<file path="src/rtl/absorb_pkg.sv">
// Shared types and constants for the absorb-phase controller.
// Bit positions name the fields of the domain-separation word handed to F.
package absorb_pkg;

    typedef enum logic [2:0] {
        S_IDLE   = 3'd0,
        S_ISSUE  = 3'd1,
        S_WAIT   = 3'd2,
        S_FISSUE = 3'd3,
        S_FWAIT  = 3'd4,
        S_DONE   = 3'd5
    } absorb_state_e;

    localparam int DS_DOM_LSB   = 0;
    localparam int DS_LAST      = 2;
    localparam int DS_PAD       = 3;
    localparam int DS_FINAL     = 4;
    localparam int DS_WIDTH_DEF = 128;

endpackage

</file>
<file path="src/rtl/absorb_ctrl.sv">
// Sequences one F call per message block, plus an optional finalization call, then pulses done.
// ABSORB_CTRL_TIMEOUT_EN adds a per-call wait limit that aborts the job with err.
module absorb_ctrl
    import absorb_pkg::*;
#(
    parameter int NUMBLOCKS      = 4,
    parameter int DS_WIDTH       = DS_WIDTH_DEF,
`ifdef ABSORB_CTRL_TIMEOUT_EN
    parameter int TIMEOUT_CYCLES = 1024,
`endif
    localparam int IDXW = $clog2(NUMBLOCKS),
    localparam int CNTW = $clog2(NUMBLOCKS + 1)
) (
    input  logic                clk,
    input  logic                reset,
    input  logic                start,
    input  logic [CNTW-1:0]     nblocks,
    input  logic                padded,
    input  logic                finalize,
    input  logic [1:0]          domain,
    input  logic                f_done,
    output logic                f_start,
    output logic [DS_WIDTH-1:0] f_ds,
    output logic [IDXW-1:0]     blk_idx,
    output logic                busy,
    output logic                done,
    output logic                err
);

    localparam logic [CNTW-1:0] NB_MAX  = CNTW'(NUMBLOCKS);
    localparam logic [CNTW-1:0] NB_ONE  = CNTW'(1);
    localparam logic [IDXW-1:0] IDX_ONE = IDXW'(1);

    absorb_state_e   state_q, state_d;
    logic [CNTW-1:0] nblocks_q, nblocks_d;
    logic            padded_q, padded_d;
    logic            finalize_q, finalize_d;
    logic [1:0]      domain_q, domain_d;
    logic [IDXW-1:0] blk_idx_q, blk_idx_d;
    logic [CNTW-1:0] nb_clamped;
    logic            last_blk;
    logic            timeout;
    logic [DS_WIDTH-1:0] ds_c;

    assign nb_clamped = (nblocks > NB_MAX) ? NB_MAX : nblocks;
    assign last_blk   = (CNTW'(blk_idx_q) == (nblocks_q - NB_ONE));

`ifdef ABSORB_CTRL_TIMEOUT_EN
    localparam int TOW = (TIMEOUT_CYCLES > 1) ? $clog2(TIMEOUT_CYCLES) : 1;
    localparam logic [TOW-1:0] WCNT_LIMIT = TOW'(TIMEOUT_CYCLES - 1);

    logic [TOW-1:0] wcnt_q, wcnt_d;
    logic           err_q, err_d;

    assign timeout = (wcnt_q == WCNT_LIMIT);

    // Counter runs only while waiting on F, so every wait state entry starts from zero.
    always_comb begin
        wcnt_d = '0;
        if ((state_q == S_WAIT || state_q == S_FWAIT) && !timeout) begin
            wcnt_d = wcnt_q + TOW'(1);
        end else if (state_q == S_WAIT || state_q == S_FWAIT) begin
            wcnt_d = wcnt_q;
        end
    end

    always_ff @(posedge clk) begin
        if (reset) begin
            wcnt_q <= '0;
            err_q  <= 1'b0;
        end else begin
            wcnt_q <= wcnt_d;
            err_q  <= err_d;
        end
    end

    assign err = (state_q == S_DONE) && err_q;
`else
    assign timeout = 1'b0;
    assign err     = 1'b0;
`endif

    always_comb begin
        state_d    = state_q;
        nblocks_d  = nblocks_q;
        padded_d   = padded_q;
        finalize_d = finalize_q;
        domain_d   = domain_q;
        blk_idx_d  = blk_idx_q;
`ifdef ABSORB_CTRL_TIMEOUT_EN
        err_d      = err_q;
`endif
        case (state_q)
            S_IDLE: begin
                blk_idx_d = '0;
`ifdef ABSORB_CTRL_TIMEOUT_EN
                err_d     = 1'b0;
`endif
                if (start) begin
                    nblocks_d  = nb_clamped;
                    padded_d   = padded;
                    finalize_d = finalize;
                    domain_d   = domain;
                    if (nb_clamped != '0) begin
                        state_d = S_ISSUE;
                    end else if (finalize) begin
                        state_d = S_FISSUE;
                    end else begin
                        state_d = S_DONE;
                    end
                end
            end
            S_ISSUE:  state_d = S_WAIT;
            S_FISSUE: state_d = S_FWAIT;
            S_WAIT: begin
                if (f_done) begin
                    if (last_blk) begin
                        state_d = finalize_q ? S_FISSUE : S_DONE;
                    end else begin
                        blk_idx_d = blk_idx_q + IDX_ONE;
                        state_d   = S_ISSUE;
                    end
                end else if (timeout) begin
                    state_d = S_DONE;
`ifdef ABSORB_CTRL_TIMEOUT_EN
                    err_d   = 1'b1;
`endif
                end
            end
            S_FWAIT: begin
                if (f_done) begin
                    state_d = S_DONE;
                end else if (timeout) begin
                    state_d = S_DONE;
`ifdef ABSORB_CTRL_TIMEOUT_EN
                    err_d   = 1'b1;
`endif
                end
            end
            S_DONE: begin
                blk_idx_d = '0;
                state_d   = S_IDLE;
            end
            default: state_d = S_IDLE;
        endcase
    end

    always_ff @(posedge clk) begin
        if (reset) begin
            state_q    <= S_IDLE;
            nblocks_q  <= '0;
            padded_q   <= 1'b0;
            finalize_q <= 1'b0;
            domain_q   <= '0;
            blk_idx_q  <= '0;
        end else begin
            state_q    <= state_d;
            nblocks_q  <= nblocks_d;
            padded_q   <= padded_d;
            finalize_q <= finalize_d;
            domain_q   <= domain_d;
            blk_idx_q  <= blk_idx_d;
        end
    end

    // The finalization call never carries the last/padding flags.
    always_comb begin
        ds_c = '0;
        case (state_q)
            S_ISSUE, S_WAIT: begin
                ds_c[DS_DOM_LSB +: 2] = domain_q;
                ds_c[DS_LAST]         = last_blk;
                ds_c[DS_PAD]          = padded_q & last_blk;
            end
            S_FISSUE, S_FWAIT: begin
                ds_c[DS_DOM_LSB +: 2] = domain_q;
                ds_c[DS_FINAL]        = 1'b1;
            end
            default: ds_c = '0;
        endcase
    end

    assign f_ds    = ds_c;
    assign f_start = (state_q == S_ISSUE) || (state_q == S_FISSUE);
    assign busy    = (state_q != S_IDLE);
    assign done    = (state_q == S_DONE);
    assign blk_idx = blk_idx_q;

endmodule

</file>
<file path="config.mk">
export PLATFORM = sky130hd
export DESIGN_NAME = absorb_ctrl
export DESIGN_NICKNAME = d
export VERILOG_FILES = /design/src/rtl/absorb_pkg.sv /design/src/rtl/absorb_ctrl.sv
export SDC_FILE = /design/constraint.sdc
export NUM_CORES = 1
export LEC_CHECK = 0
export ABC_AREA = 1
export BUFFER_PORTS_ARGS = -buffer_cell sky130_fd_sc_hd__buf_4
export CORE_ASPECT_RATIO = 0.75
export CORE_MARGIN = 1
export CORE_UTILIZATION = 42
export CTS_CLUSTER_SIZE = 12
export DETAILED_ROUTE_END_ITERATION = 8
export GPL_TIMING_DRIVEN = 0
export PLACE_DENSITY = 0.87
export SLEW_MARGIN = 10
export SYNTH_ARGS = -nofsm -noshare
export SYNTH_HDL_FRONTEND = slang
export SYNTH_SLANG_ARGS = --single-unit
</file>
<file path="constraint.sdc">
create_clock -name clk -period 4.72 [get_ports clk]
set_clock_uncertainty 0.15 [all_clocks]
set_input_delay 0.472 -clock clk [delete_from_list [all_inputs] [get_ports clk]]
set_output_delay 0.472 -clock clk [all_outputs]
set_load 0.01 [all_outputs]
</file>
==> flow_metrics.tcl, run 1 <==
set metrics [dict create \
    status "finished, final reports clean" \
    drv_slew 0 \
    hold_violations 0 \
    ys_ff_latch 12 \
    critical-path-max-stage-delay_ns 0.36 \
    cp.arrival_ns 1.69 \
    io-pin-count 145 \
    dp.cells 431 \
    drt-initial-drc-count 19 \
    path_class "reg2out" \
    layout_min_cycle_time_ns 2.312 \
    place_congestion 0.8089 \
    min_path_type "reg2reg" \
    n_antenna_cell 0 \
    numPortBuffers 19 \
    comb_power_share 0.549 \
    post-cts-setup-buffers 0 \
    via_per_inst 3.225 \
    avgSynthCellArea_um2 7.206 \
    grt_pass1_wl_mm 4.305 \
    hold_buffers 0 \
    yosysSeqAreaShare 0.1407 \
    clockBufferDepth 2 \
    path_cells "inv_1 > ha_1 > inv_1 > nand2_1 > nand2_1 > nor2_2 > nand2_1 > nor3_1 > buf_4" \
    cts_max_level 1 \
    regToRegStartpoint "nblocks_q[0]$_SDFFE_PP0P_" \
    grt_max_degree 11 \
    grt_use_met2 0.2258 \
    grt_usage 0.1287 \
    grt_pass1_vias 994 \
    timing.rr.end "blk_idx[0]$_SDFFE_PP0P_" \
    finalNetCount 396 \
    period_share 0.4898 \
    ys_types 26 \
    final_cell_mix "buf_4 (143), conb_1 (124), nand2_1 (21)" \
    netlist_area_mm2 0.001708 \
    drtPass1Iterations 4 \
    dieHeight_um 57.23 \
    p_int_uw 330.0 \
    p_leak_nw 1.546 \
    cp.required_ns 4.10 \
    area_growth_pct 42.42 \
    cp-end-kind "output pin" \
    core_mm2 0.003780 \
    dp_hpwl_mm 2.769 \
    regArea_um2 240.2 \
    antenna_found_initial 0 \
    final_util 0.6435 \
    drt.antenna.violating_nets 0 \
    cts_inserted_buffers 3 \
    rr_worst_depth 10 \
    final_cell_area_mm2 0.002432 \
    yosys.area.top_type_share 0.5451 \
    cts_root_buf "clkbuf_8" \
    drc 0 \
    ff2ff_setup_slack_ns 3.11 \
    power.total_uw 556.7 \
    postPlaceCellArea_mm2 0.002377 \
    grt_remaining_overflow 0 \
    start_kind "flop" \
    yosys_warnings 0 \
    maxCapViolCount 0 \
    tns_ns 0 \
    multi_input_area_um2 898.4 \
    synth_area_leader_cell "buf_4" \
    synth_cells 237 \
    busiest_layer "met2" \
    endpoint "f_ds[3]" \
    power_density_mw_per_mm2 228.9 \
    avgRoutedWirePerCell_um 6.867 \
    synth_area_leaders "buf_4 (55%), dfxtp_1 (14%), nand2_1 (4.6%), inv_1 (3.3%), a21oi_2 (2.6%)" \
    switching_share 0.4073 \
    layout-drive-gt1-share 0.4569 \
    startpoint "nblocks_q[0]$_SDFFE_PP0P_" \
    cp_common_cell "nand2_1" \
    critPathMaxFanout 4 \
    cts_tree "done" \
    fmax_mhz 432.5 \
    seq_power_share 0.242 \
    clock_power_share 0.209 \
    initial_core_util 0.4518 \
    fill_cells 357 \
    cts_sinks 12 \
    dieArea_mm2 0.004328 \
    rsz0062_at_grt "no" \
    placement_rows 19 \
    routed_wl_mm 2.987 \
    setup_viol_count_final 0 \
    clk_latency_ns 0.25 \
    cpMaxStageDelayCell "dfxtp_1" \
    grt_use_met3 0.04417 \
    mostFrequentLayoutCell "buf_4" \
    vias 1403 \
    clk_pin_slew_ns 0.06 \
    post_cts_resized 0 \
    gr-usage-met1 0.1555 \
    p_switching_uw 226.8 \
    die_w_um 75.64 \
    fin_cells 435 \
    ir_worst_vdd_mv 0.1704 \
]
-- final cells by class --
class,count,share of cell area
inverters,22,0.03498
repair buffers,19,0.05864
well taps,52,0.02675
multi-input cells,200,0.3693
flip-flops and latches,12,0.09877
plain buffers,126,0.3889
clock buffers,4,0.02263
-- routing by layer --
metal,share of wire,wire length [um]
met1,0.40,1205
met2,0.49,1475
met3,0.10,306
met4,0,0
met5,0,0
-- metrics by stage --
| step | worst slack [ns] | hold WS [ns] |
|---|---|---|
| 6_report | 2.408 | 0.3057 |
| 5_1_grt | 2.261 | 0.3386 |
| 4_1_cts | 2.398 | 0.3124 |
| 3_5_place_dp | 2.661 | 0.3039 |
| 3_3_place_gp | 2.683 | 0.2893 |
| 2_1_floorplan | 2.801 | 0.2802 |
-- registers in the layout (all words and copies together) (netlist names) --
name	flops
padded_q	1
nblocks_q	3
blk_idx	2
state_q	3
domain_q	2
finalize_q	1
-- kinds of logic after synthesis --
group / count (synthesis) / synth area share
adder cells (fa/ha/maj): 1 / 0.007325
other: 1 / 0.002196
XOR/XNOR: 1 / 0.005129
AND/OR/NAND/NOR: 55 / 0.1700
AO/OA/AOI/OAI: 19 / 0.07106
buffers and inverters: 148 / 0.6037
flip-flops: 12 / 0.1407
-- critical path, delay by kind of cell, from the launching register on --
family	cells	cell delay (ns)
flip-flops	1	0.36
AND/OR/NAND/NOR	5	0.53
buffers and inverters	3	0.26
adder cells (fa/ha/maj)	1	0.30
-- cell usage after synthesis --
| cell type | instances |
|---|---|
| nand3_1 | 6 |
| clkinv_1 | 1 |
| a211oi_2 | 1 |
| nand4_1 | 3 |
| dfxtp_1 | 12 |
| nor2_2 | 3 |
| ha_1 | 1 |
| inv_4 | 1 |
| xnor2_1 | 1 |
| conb_1 | 1 |
| a21oi_2 | 5 |
| nor3_1 | 1 |
| buf_6 | 1 |
| o21ai_1 | 4 |
| inv_1 | 15 |
| nor2_4 | 1 |
| buf_4 | 124 |
| clkbuf_1 | 1 |
| o21ai_0 | 2 |
| nor2_1 | 9 |
| nand2_2 | 5 |
| nand3_2 | 4 |
| nand2_1 | 21 |
| a21oi_1 | 7 |
| nand2_4 | 2 |
| inv_2 | 5 |
-- power groups by stage --
stage	Sequential (mW)	Clock, mW	Combinational (mW)
2_1_floorplan	0.137	0	0.248
3_3_place_gp	0.136	0	0.297
3_5_place_dp	0.137	0	0.300
4_1_cts	0.135	0.117	0.301
5_1_grt	0.137	0.124	0.338
6_report	0.135	0.116	0.306
-- worst min path at each step --
stage	start	depth (start not counted)	to	slack, ns
after floorplan	domain_q[0]$_SDFFE_PP0P_	2	domain_q[0]$_SDFFE_PP0P_	0.28
after global placement	domain_q[0]$_SDFFE_PP0P_	2	domain_q[0]$_SDFFE_PP0P_	0.29
after detailed placement	padded_q$_SDFFE_PP0P_	2	padded_q$_SDFFE_PP0P_	0.30
after CTS	padded_q$_SDFFE_PP0P_	2	padded_q$_SDFFE_PP0P_	0.31
after global routing	domain_q[0]$_SDFFE_PP0P_	2	domain_q[0]$_SDFFE_PP0P_	0.34
final	domain_q[0]$_SDFFE_PP0P_	2	domain_q[0]$_SDFFE_PP0P_	0.31
No activity file was read; power rests on OpenSTA's default activity.
==> run 2: changes to the inputs <==
--- a/config.mk
+++ b/config.mk
@@ -9,11 +9,11 @@
 export BUFFER_PORTS_ARGS = -buffer_cell sky130_fd_sc_hd__buf_4
 export CORE_ASPECT_RATIO = 0.75
 export CORE_MARGIN = 1
-export CORE_UTILIZATION = 42
+export CORE_UTILIZATION = 39
 export CTS_CLUSTER_SIZE = 12
 export DETAILED_ROUTE_END_ITERATION = 8
 export GPL_TIMING_DRIVEN = 0
-export PLACE_DENSITY = 0.87
+export PLACE_DENSITY = 0.82
 export SLEW_MARGIN = 10
 export SYNTH_ARGS = -nofsm -noshare
 export SYNTH_HDL_FRONTEND = slang
==> constraint.sdc (replaced) <==
create_clock -name clk -period 2.3 [get_ports clk]
set_clock_uncertainty 0.15 [all_clocks]
set_input_delay 0.23 -clock clk [delete_from_list [all_inputs] [get_ports clk]]
set_output_delay 0.23 -clock clk [all_outputs]
set_load 0.01 [all_outputs]
==> flow_metrics.tcl, run 2 (synthesized netlist as in run 1, its figures left out) <==
set metrics [dict create \
    startpoint "nblocks_q[0]$_SDFFE_PP0P_" \
    power_density_mw_per_mm2 467.4 \
    cp_common_cell "nand2_1" \
    final_util 0.5900 \
    crit_family "simple AND/OR/NAND/NOR gates" \
    cts_max_level 1 \
    routed_wl_mm 3.032 \
    ir_worst_vdd_mv 0.3003 \
    cts_sinks 12 \
    cts_inserted_buffers 3 \
    status "finished, final reports clean" \
    drtPass1Iterations 4 \
    holdCritStartpoint "domain[1]" \
    layout-drive-gt1-share 0.4569 \
    antenna_found_initial 0 \
    hold_depth 3 \
    fin_cells 438 \
    multi_input_area_um2 898.4 \
    cts_root_buf "clkbuf_8" \
    dieHeight_um 59.31 \
    maxCapViolCount 0 \
    fmax_mhz 476.3 \
    area_growth_pct 42.64 \
    via_per_inst 3.189 \
    drv_slew 0 \
    drc 0 \
    drt-initial-drc-count 46 \
    hold_violations 0 \
    grt_pass1_vias 981 \
    core_mm2 0.004129 \
    start_kind "flop" \
    numPortBuffers 19 \
    dp_hpwl_mm 2.760 \
    clk_latency_ns 0.24 \
    post-cts-setup-buffers 0 \
    dp.cells 434 \
    place_congestion 0.8701 \
    regToRegStartpoint "nblocks_q[0]$_SDFFE_PP0P_" \
    whs_ns 0.1042 \
    critPathMaxFanout 4 \
    tns_ns 0 \
    cp_num_cells 9 \
    vias 1397 \
    grt_pass1_wl_mm 4.291 \
    pre_cts_ws_ns 0.5038 \
    p_leak_nw 1.546 \
    layout_min_cycle_time_ns 2.100 \
    clk_pin_slew_ns 0.05 \
    hold_buffers 0 \
    drt.antenna.violating_nets 0 \
    min_path_type "in2reg" \
    worst_slack_ns 0.2004 \
    regArea_um2 240.2 \
    finalNetCount 396 \
    cp-end-kind "output pin" \
    cp.required_ns 1.92 \
    path_cells "inv_1 > ha_1 > inv_1 > nand2_1 > nand2_1 > nor2_2 > nand2_1 > nor3_1 > buf_4" \
    rsz0062_at_grt "no" \
    post_cts_resized 0 \
    dieArea_mm2 0.004651 \
    grt_max_degree 11 \
    initial_core_util 0.4136 \
    clockBufferDepth 2 \
    grt_remaining_overflow 0 \
    fill_cells 397 \
    rr_worst_depth 10 \
    final_cell_mix "buf_4 (143), conb_1 (124), nand2_1 (21)" \
    die_w_um 78.41 \
    cpMaxStageDelayCell "dfxtp_1" \
    path_class "reg2out" \
    path_buf_inv 3 \
    mostFrequentLayoutCell "buf_4" \
    grt_usage 0.1169 \
    placement_rows 20 \
    avgRoutedWirePerCell_um 6.922 \
    setup_viol_count_final 0 \
    io-pin-count 145 \
    cp.arrival_ns 1.72 \
    largest_registers "nblocks_q x3, state_q x3" \
    n_antenna_cell 0 \
    period_share 0.9129 \
    cts_tree "done" \
    critical-path-max-stage-delay_ns 0.36 \
]
[run 2: cell counts in the layout (fill, tap and decap cells not counted)]
No cell type changed its count.
[run 2: path summary, 6_finish.rpt]
kind                              end  slack, ns
max                           f_ds[3]       0.20
min          domain_q[1]$_SDFFE_PP0P_       0.10
max reg2reg   blk_idx[0]$_SDFFE_PP0P_       0.64
min reg2reg  domain_q[1]$_SDFFE_PP0P_       0.30
[run 2: metrics by stage]
step / area (um^2) / power [mW]
4_1_cts: 2436 / 1.133
5_1_grt: 2436 / 1.229
3_3_place_gp: 2381 / 0.8894
2_1_floorplan: 2170 / 0.7890
3_5_place_dp: 2381 / 0.9018
6_report: 2436 / 1.139
[run 2: area by class of cell]
cell class | instances | share of cell area
inverter | 22 | 0.03493
multi-input combinational | 200 | 0.3688
buffer | 126 | 0.3883
clock buffer | 4 | 0.02260
timing repair buffer | 19 | 0.05855
tap | 55 | 0.02825
sequential | 12 | 0.09861
[run 2: power breakdown]
group / switching [mW] / internal (mW) / total [mW]
clock: 0.0770 / 0.151 / 0.228
sequential: 0.0358 / 0.244 / 0.280
combinational: 0.349 / 0.282 / 0.631
[run 2: routing by layer]
layer | wire, um | global-route usage | part of all wire | vias up
met3 | 393 | 0.04462 | 0.13 | 2
met4 | 5 | 0.01587 | 0.0016 | 0
met1 | 1058 | 0.1262 | 0.35 | 551
met5 | 0 | 0 | 0 | -
li1 | - | - | - | 773
met2 | 1574 | 0.2243 | 0.52 | 71
[run 2: tightest hold or removal path, stage by stage]
cell and delay [ns]:
buf_4 0.08, o21ai_1 0.05, a21oi_1 0.10
